`config.mk`:
```
export PLATFORM = sky130hd
export DESIGN_NAME = alu_arbiter
export DESIGN_NICKNAME = d
export VERILOG_FILES = /design/src/rtl/alu_pkg.sv /design/src/rtl/alu_arbiter_alu.sv /design/src/rtl/alu_arbiter.sv
export SDC_FILE = /design/constraint.sdc
export NUM_CORES = 2
export LEC_CHECK = 0
export ABC_AREA = 1
export CELL_PAD_IN_SITES_DETAIL_PLACEMENT = 0
export CELL_PAD_IN_SITES_GLOBAL_PLACEMENT = 1
export CORE_AREA = 2 2 277 279
export DETAILED_ROUTE_END_ITERATION = 6
export DIE_AREA = 0 0 279 281
export PLACE_DENSITY = 0.83
export SETUP_SLACK_MARGIN = 0.2
export SKIP_LAST_GASP = 1
export SLEW_MARGIN = 30
export SYNTH_ARGS = -nofsm -noshare
export SYNTH_HDL_FRONTEND = slang
export SYNTH_SLANG_ARGS = --single-unit
```
`constraint.sdc`:
```
create_clock -name clk -period 6.3 [get_ports clk]
set_input_delay 1.26 -clock clk [delete_from_list [all_inputs] [get_ports clk]]
set_output_delay 1.26 -clock clk [all_outputs]
set_load 0.02 [all_outputs]
```
`src/rtl/alu_pkg.sv`:
```
// Shared constants for the ALU arbiter: data width, ALU opcodes
// and the controller state encoding.
package alu_pkg;

    localparam int DW = 32;

    localparam logic [3:0] OP_OR     = 4'd0;
    localparam logic [3:0] OP_AND    = 4'd1;
    localparam logic [3:0] OP_XOR    = 4'd2;
    localparam logic [3:0] OP_ADD    = 4'd3;
    localparam logic [3:0] OP_SUB    = 4'd4;
    localparam logic [3:0] OP_SHIFTL = 4'd5;
    localparam logic [3:0] OP_SHIFTR = 4'd6;
    localparam logic [3:0] OP_MULT   = 4'd7;
    localparam logic [3:0] OP_NOTA   = 4'd8;

    typedef enum logic [1:0] {
        IDLE = 2'd0,
        EXEC = 2'd1,
        RESP = 2'd2
    } state_t;

endpackage

```
`src/rtl/alu_arbiter_alu.sv`:
```
// Combinational ALU: logic, add/sub, shifts, low-word multiply,
// optional pass-through of b, plus b>a and b==a compare flags.
module ALU
    import alu_pkg::*;
(
    input  logic [DW-1:0] i_a,
    input  logic [DW-1:0] i_b,
    input  logic [3:0]    i_opcode,
    input  logic          i_skip,
    output logic [DW-1:0] o_y,
    output logic          o_bga,
    output logic          o_bea
);

    logic [DW-1:0] w_res;

    // Opcode decode; shift amounts of 32..63 flush to zero.
    always_comb begin
        w_res = '0;
        case (i_opcode)
            OP_OR:     w_res = i_a | i_b;
            OP_AND:    w_res = i_a & i_b;
            OP_XOR:    w_res = i_a ^ i_b;
            OP_ADD:    w_res = i_a + i_b;
            OP_SUB:    w_res = i_a - i_b;
            OP_SHIFTL: w_res = i_b[5] ? '0 : (i_a << i_b[4:0]);
            OP_SHIFTR: w_res = i_b[5] ? '0 : (i_a >> i_b[4:0]);
            OP_MULT:   w_res = i_a * i_b;
            OP_NOTA:   w_res = ~i_a;
            default:   w_res = '0;
        endcase
    end

    assign o_y   = i_skip ? i_b : w_res;
    assign o_bga = (i_b > i_a);
    assign o_bea = (i_b == i_a);

endmodule

```
`src/rtl/alu_arbiter.sv`:
```
// Two-port valid/ready front end sharing one ALU; one operation in
// flight, result held until the owning port takes it.
module alu_arbiter
    import alu_pkg::*;
#(
    parameter bit PRIO_FIXED = 1'b0
) (
    input  logic          clk,
    input  logic          reset,
    input  logic          req0_valid,
    input  logic          req1_valid,
    output logic          req0_ready,
    output logic          req1_ready,
    input  logic [DW-1:0] req0_a,
    input  logic [DW-1:0] req0_b,
    input  logic [DW-1:0] req1_a,
    input  logic [DW-1:0] req1_b,
    input  logic [3:0]    req0_opcode,
    input  logic [3:0]    req1_opcode,
    input  logic          req0_skip,
    input  logic          req1_skip,
    output logic          rsp0_valid,
    output logic          rsp1_valid,
    input  logic          rsp0_ready,
    input  logic          rsp1_ready,
    output logic [DW-1:0] rsp_y,
    output logic          rsp_bga,
    output logic          rsp_bea,
    output logic          busy
);

    state_t        r_state;
    state_t        w_state_nxt;

    logic [DW-1:0] r_a;
    logic [DW-1:0] r_b;
    logic [3:0]    r_op;
    logic          r_skip;
    logic          r_id;
    logic          r_last_grant;

    logic [DW-1:0] r_y;
    logic          r_bga;
    logic          r_bea;

    logic          w_gnt_id;
    logic          w_accept;
    logic          w_rsp_hs;
    logic [DW-1:0] w_a;
    logic [DW-1:0] w_b;
    logic [3:0]    w_op;
    logic          w_skip;
    logic [DW-1:0] w_alu_y;
    logic          w_alu_bga;
    logic          w_alu_bea;

    // Pick a winner: lone requester wins, otherwise fixed or rotating.
    always_comb begin
        w_gnt_id = req1_valid;
        if (req0_valid && req1_valid) begin
            w_gnt_id = PRIO_FIXED ? 1'b0 : ~r_last_grant;
        end
    end

    assign w_accept = (r_state == IDLE) && (req0_valid || req1_valid);
    assign w_rsp_hs = (r_state == RESP) &&
                      (r_id ? rsp1_ready : rsp0_ready);

    assign w_a    = w_gnt_id ? req1_a      : req0_a;
    assign w_b    = w_gnt_id ? req1_b      : req0_b;
    assign w_op   = w_gnt_id ? req1_opcode : req0_opcode;
    assign w_skip = w_gnt_id ? req1_skip   : req0_skip;

    // State register.
    always_ff @(posedge clk or negedge reset) begin
        if (!reset) begin
            r_state <= IDLE;
        end else begin
            r_state <= w_state_nxt;
        end
    end

    // Next-state: capture, compute, then wait for the owner's ready.
    always_comb begin
        w_state_nxt = r_state;
        case (r_state)
            IDLE:    if (w_accept) w_state_nxt = EXEC;
            EXEC:    w_state_nxt = RESP;
            RESP:    if (w_rsp_hs) w_state_nxt = IDLE;
            default: w_state_nxt = IDLE;
        endcase
    end

    // Operand capture on acceptance; grant history feeds round-robin.
    always_ff @(posedge clk or negedge reset) begin
        if (!reset) begin
            r_a          <= '0;
            r_b          <= '0;
            r_op         <= '0;
            r_skip       <= 1'b0;
            r_id         <= 1'b0;
            r_last_grant <= 1'b1;
        end else if (w_accept) begin
            r_a          <= w_a;
            r_b          <= w_b;
            r_op         <= w_op;
            r_skip       <= w_skip;
            r_id         <= w_gnt_id;
            r_last_grant <= w_gnt_id;
        end
    end

    ALU u_alu (
        .i_a      (r_a),
        .i_b      (r_b),
        .i_opcode (r_op),
        .i_skip   (r_skip),
        .o_y      (w_alu_y),
        .o_bga    (w_alu_bga),
        .o_bea    (w_alu_bea)
    );

    // Result registers load once per op and hold through RESP.
    always_ff @(posedge clk or negedge reset) begin
        if (!reset) begin
            r_y   <= '0;
            r_bga <= 1'b0;
            r_bea <= 1'b0;
        end else if (r_state == EXEC) begin
            r_y   <= w_alu_y;
            r_bga <= w_alu_bga;
            r_bea <= w_alu_bea;
        end
    end

    assign req0_ready = w_accept && !w_gnt_id;
    assign req1_ready = w_accept &&  w_gnt_id;
    assign rsp0_valid = (r_state == RESP) && !r_id;
    assign rsp1_valid = (r_state == RESP) &&  r_id;
    assign rsp_y      = r_y;
    assign rsp_bga    = r_bga;
    assign rsp_bea    = r_bea;
    assign busy       = (r_state != IDLE);

endmodule

```
# ---- Word level (Yosys, flattened, before mapping)
# Cells that the tools add are included.
dict set report word_totals {
  register_bits 107
  inputBits 144
  word_cells 61
}
dict set report classes {
  n_addsub 2
  multipliers 1
  order_cmp 1
  eq_ne 13
  shift 2
  muxes 13
  bitwise 5
  reduce_logical 14
}
# op n
set ops {}
lappend ops {{32-bit case mux with 9 select lines} 1}
lappend ops {{32-bit 2-to-1 mux} 5}
lappend ops {{32-bit adder} 1}
lappend ops {{32-bit bitwise AND} 1}
lappend ops {{32-bit equality test} 1}
lappend ops {{32-bit > comparator} 1}
lappend ops {{32-bit by 32-bit multiplier with 32-bit output} 1}
lappend ops {{32-bit NOT} 1}
lappend ops {{32-bit bitwise OR} 1}
lappend ops {{32-bit by 5-bit left shift with 32-bit output} 1}
lappend ops {{32-bit by 5-bit >> shifter with 32-bit output} 1}
lappend ops {{32-bit subtractor} 1}
lappend ops {{32-bit bitwise XOR} 1}
lappend ops {{4-bit by 3-bit equality test with 1-bit output, second input constant} 4}
lappend ops {{4-bit by 2-bit equality test with 1-bit output, second input constant} 2}
lappend ops {{1-bit logical AND} 7}
lappend ops {{2-bit case mux with 3 select lines} 1}
lappend ops {{4-bit by 1-bit equality test with 1-bit output, second input constant} 1}
lappend ops {{4-bit equality test, second input constant} 1}
lappend ops {{4-bit zero test} 1}
lappend ops {{2-bit 2-to-1 mux} 2}
lappend ops {{4-bit 2-to-1 mux} 1}
lappend ops {{2-bit != test, second input constant} 2}
lappend ops {{1-bit 2-to-1 mux} 3}
lappend ops {{8 further kinds} 9}

# ---- Depth between registers and ports, before layout
dict set report depth {
  depth_word 4
  depth_mapped 41
  ltp_nobuf 39
}

# ---- Modules after synthesis
# A second synthesis with hierarchy kept.
dict set report unflattened {
  cells_unflattened 4735
  hier_area_um2 31088.6
}
# module n_inst cells_each area_each_um2 seq_area_each_um2
set by_module_without_submodules {}
lappend by_module_without_submodules {ALU 1 4041 25929.9 0.0}
lappend by_module_without_submodules {alu_arbiter 1 694 5158.7 2678.8}

# ---- Worst setup path after synthesis
# Ideal clock, no wire load.
dict set report synth_timing {
  path_kind {flip-flop to flip-flop}
  from {register r_b[2]}
  to {register r_y[30], in the netlist rsp_y[30]}
  setup_ps 122
  arrival_time_ps 6823
  setup_slack_ps -645
  stages_incl_launch_ff 30
  cell_sequence {dfrtp_1 buf_2 clkbuf_1 buf_1 buf_1 nand2_1 fa_1 inv_1 fa_1 inv_1 fa_1 inv_1 fa_1 fa_1 inv_1 fa_1 inv_1 fa_1 fa_1 ha_1 inv_1 nor3_1 nand2_1 o211a_1 nand2_1 nand2_1 nand3_1 nand4_1 nand2_1 a21oi_1}
}
dict set report synth_via {
  elab_chain_cells 4
  elab_cells_between_ends 9
  cone_classes {add/sub (2); mul (1); shift (2); mux (4)}
}
# element line_no
set synth_rtl {}
lappend synth_rtl {{start, declared} alu_arbiter.sv:36} ;# logic [DW-1:0] r_b;
lappend synth_rtl {{start signal, assigned} alu_arbiter.sv:105} ;# r_b <= w_b;
lappend synth_rtl {{branches (longest 2 deep; another with 32-bit by 32-bit multiplier with 32-bit output)} --}
lappend synth_rtl {{32-bit case mux with 9 select lines (*)} alu_arbiter_alu.sv:20} ;# case (i_opcode)
lappend synth_rtl {{32-bit 2-to-1 mux (*)} alu_arbiter_alu.sv:34} ;# assign o_y = i_skip ? i_b : w_res;
lappend synth_rtl {{end signal, assigned} alu_arbiter.sv:130} ;# r_y <= w_alu_y;
lappend synth_rtl {{end, declared} alu_arbiter.sv:42} ;# logic [DW-1:0] r_y;
# Mark *: on every way between the ends.
# A chain may end at the register's enable or synchronous reset.

# ---- Worst setup path in the final report
dict set report layout_timing {
  from {register r_a[8]}
  to {register r_y[27], in the netlist rsp_y[27]}
}
dict set report layout_via {
  elab_chain_cells 4
  elab_cells_between_ends 9
  cone_classes {add/sub (2); mul (1); shift (2); mux (4)}
}
# element line_no
set layout_rtl {}
lappend layout_rtl {{start, declared} alu_arbiter.sv:35} ;# logic [DW-1:0] r_a;
lappend layout_rtl {{start signal, assigned} alu_arbiter.sv:104} ;# r_a <= w_a;
lappend layout_rtl {{branches (longest 2 deep; another with 32-bit by 32-bit multiplier with 32-bit output)} --}
lappend layout_rtl {{32-bit case mux with 9 select lines (*)} alu_arbiter_alu.sv:20}
lappend layout_rtl {{32-bit 2-to-1 mux (*)} alu_arbiter_alu.sv:34}
# Marks and branches as above.

==> flow_metrics.tcl <==
set metrics [dict create \
    hold_buffers 0 \
    worstSetupEndpointType "flop" \
    crit_fanout 5 \
    max_freq_ghz 0.146 \
    clock_path_buffers 2 \
    num_vias 31900 \
    syn_area_um2 29800 \
    die_x_um 279 \
    io_pins 183 \
    synthFlopType "dfrtp_1" \
    worstMarginPinSlew_ns 1.04 \
    layout.nets 5548 \
    grt_overflow 0 \
    stdcell_area_um2 37300 \
    final_common_cell "nand2_1" \
    layout-drive-gt1-share_pct 15.7 \
    htreeDepth 3 \
    final-setup-viol-count 22 \
    routed_wl_mm 145 \
    worst_ep_required_time_ns 6.64 \
    antenna_left 0 \
    placed_area_um2 35300 \
    synth_warnings 0 \
    grt_first_pass_wirelength_mm 209 \
    synth_edf_count 0 \
    fp-row-count 101 \
    track_usage_pct 36.7 \
    initial_utilization_pct 39.6 \
    ys_seq_area_share_pct 8.98 \
    critPathLaunchType "flop" \
    cp.arrival_ns 7.18 \
    crit_top_cell "fa_1" \
    violations "negative setup slack" \
    synth_cells 4409 \
    drc 0 \
    post-dp-hpwl_mm 118 \
    first_global_vias 32000 \
    rsz0062_at_grt "true" \
    regArea_um2 2700 \
    dpl_worst_slack_ns -0.779 \
    port_buffers 182 \
    timing.final.ws_setup_ns -0.539 \
    criticalPathCategory "flop to flop" \
    syn_to_final_growth_pct 25.1 \
    finClkSkew_ns 0.0498 \
    nFillCells 7414 \
    cts_buffers 9 \
    die_y_um 281 \
    drt_iter0_markers 3034 \
    cts.sinks 107 \
    fp.coreArea_um2 75400 \
    layout_common_cells "nand2_1, inv_1, fa_1, buf_4, a21oi_1" \
    routed_via_density 5.53 \
    die_area_um2 78400 \
    multiInputGateArea_um2 23700 \
    cts_tree "done" \
    yosysUniqueCellTypes 58 \
    antenna_cells 0 \
    worstSkewPairLatency_ns 0.45 \
    relSlewSlack_pct 30.9 \
    hp-class "flop to flop" \
    grt_antenna_before_repair 5 \
    clock-root-buffer "clkbuf_16" \
    async_reset_ff_share_pct 100 \
    maxCapViolations 0 \
    place_congestion 1.04 \
    outcome "finished with violations" \
    final_hold_viol_count 0 \
    fin_crit_sh_pct 109 \
    period_minus_slack_ns 6.84 \
    path_clk_slew_ns 0.14 \
    drt_first_pass_iters 6 \
    crit_slowest_cell "dfrtp_4" \
    slowest_delay_ns 0.60 \
    syn_area_per_cell_um2 6.77 \
    synth-seq-cells 107 \
    drv_slew 0 \
    grt_max_degree 71 \
    tns_ns -9.61 \
    post_drt_wl_per_cell_um 25.1 \
    syn-num-nets 5183 \
]
[metal layers]
| metal | up-vias | global-route usage [%] | share of wire, % |
|---|---|---|---|
| met5 | - | 0 | 0.0090 |
| met4 | 2 | 16.3 | 5.2 |
| met3 | 325 | 6.16 | 9.0 |
| met2 | 1589 | 58.9 | 45 |
| met1 | 15700 | 48.7 | 41 |
| li1 | 14300 | - | - |
[cells by family (layout without fill, tap and decap cells)]
logic type / count (synthesis) / in the layout / share of synthesized area, %
AND/OR/NAND/NOR: 1672 / 1672 / 22.6
buffers and inverters: 1210 / 1580 / 15.8
AO/OA/AOI/OAI: 752 / 752 / 14.8
adder cells (fa/ha/maj): 630 / 630 / 36.7
flip-flops: 107 / 107 / 8.98
multiplexers: 20 / 20 / 0.671
XOR/XNOR: 18 / 18 / 0.528
[worst max-delay path: cells and delay by family (launching register included)]
kind,cells,cell delay [ns]
AO/OA/AOI/OAI,4,0.65
adder cells (fa/ha/maj),9,3.90
buffers and inverters,7,0.71
flip-flops,1,0.60
AND/OR/NAND/NOR,9,0.84
[flip-flops by register name, indices dropped and copies added (netlist names)]
signal / cells
r_id: 1
r_op: 4
r_a: 32
rsp_y: 32
r_skip: 1
rsp_bga: 1
rsp_bea: 1
r_last_grant: 1
r_state: 2
r_b: 32
[final cells by class]
class,count,area share [%]
Multi-Input combinational cell,3092,63.6
Timing Repair Buffer,591,15.3
Inverter,973,9.81
Sequential cell,107,7.24
Tap cell,978,3.28
Clock buffer,11,0.650
Clock inverter,5,0.101
[cell usage after synthesis, types with 23 or more instances]
master    number  area (um^2)
a21oi_1      271         1360
a221oi_1      23          201
buf_1         38          143
buf_2         75          375
clkbuf_1     111          417
dfrtp_1      106         2650
fa_1         410         8210
ha_1         220         2750
inv_1        952         3570
nand2_1     1219         4580
nand3_1      148          741
nand4_1       44          275
nor2_1       195          732
nor3_1        24          120
o211ai_1      97          728
o21ai_0      149          746
o21ai_1      104          521
[metrics by stage]
step	utilization, %	instances	hold WS, ns
3_3_place_gp	46.8	5685	0.459
4_1_cts	48.1	5727	0.474
5_1_grt	49.5	5757	0.511
6_report	49.5	5757	0.473
2_1_floorplan	-	4409	0.448
3_5_place_dp	46.8	5685	0.464
[worst paths after layout]
| check | endpoint | slack (ns) | cells after the start | start |
|---|---|---|---|---|
| max reg2reg | rsp_y[27] | -0.54 | 29 | r_a[8] |
| max in group asynchronous | r_b[12] | 4.23 | 2 | reset |
| min in group asynchronous | rsp_y[11] | 0.83 | 1 | reset |
| min reg2reg | r_last_grant | 0.47 | 2 | r_last_grant |
| max | rsp_y[27] | -0.54 | 29 | r_a[8] |
| min | r_last_grant | 0.47 | 2 | r_last_grant |
[what timing repair did]
| action | CTS | global route |
|---|---|---|
| endpoints found under the hold margin | 0 | 0 |
| setup buffers | 24 | 29 |
| setup endpoints to repair | 23 | 24 |
| pin swaps | 61 | 113 |
| gates resized for setup | 122 | 213 |
| cloned | 2 | 1 |
Power is not shown: default switching activity piles up to over one toggle a cycle in this logic, so the estimate is an artifact.
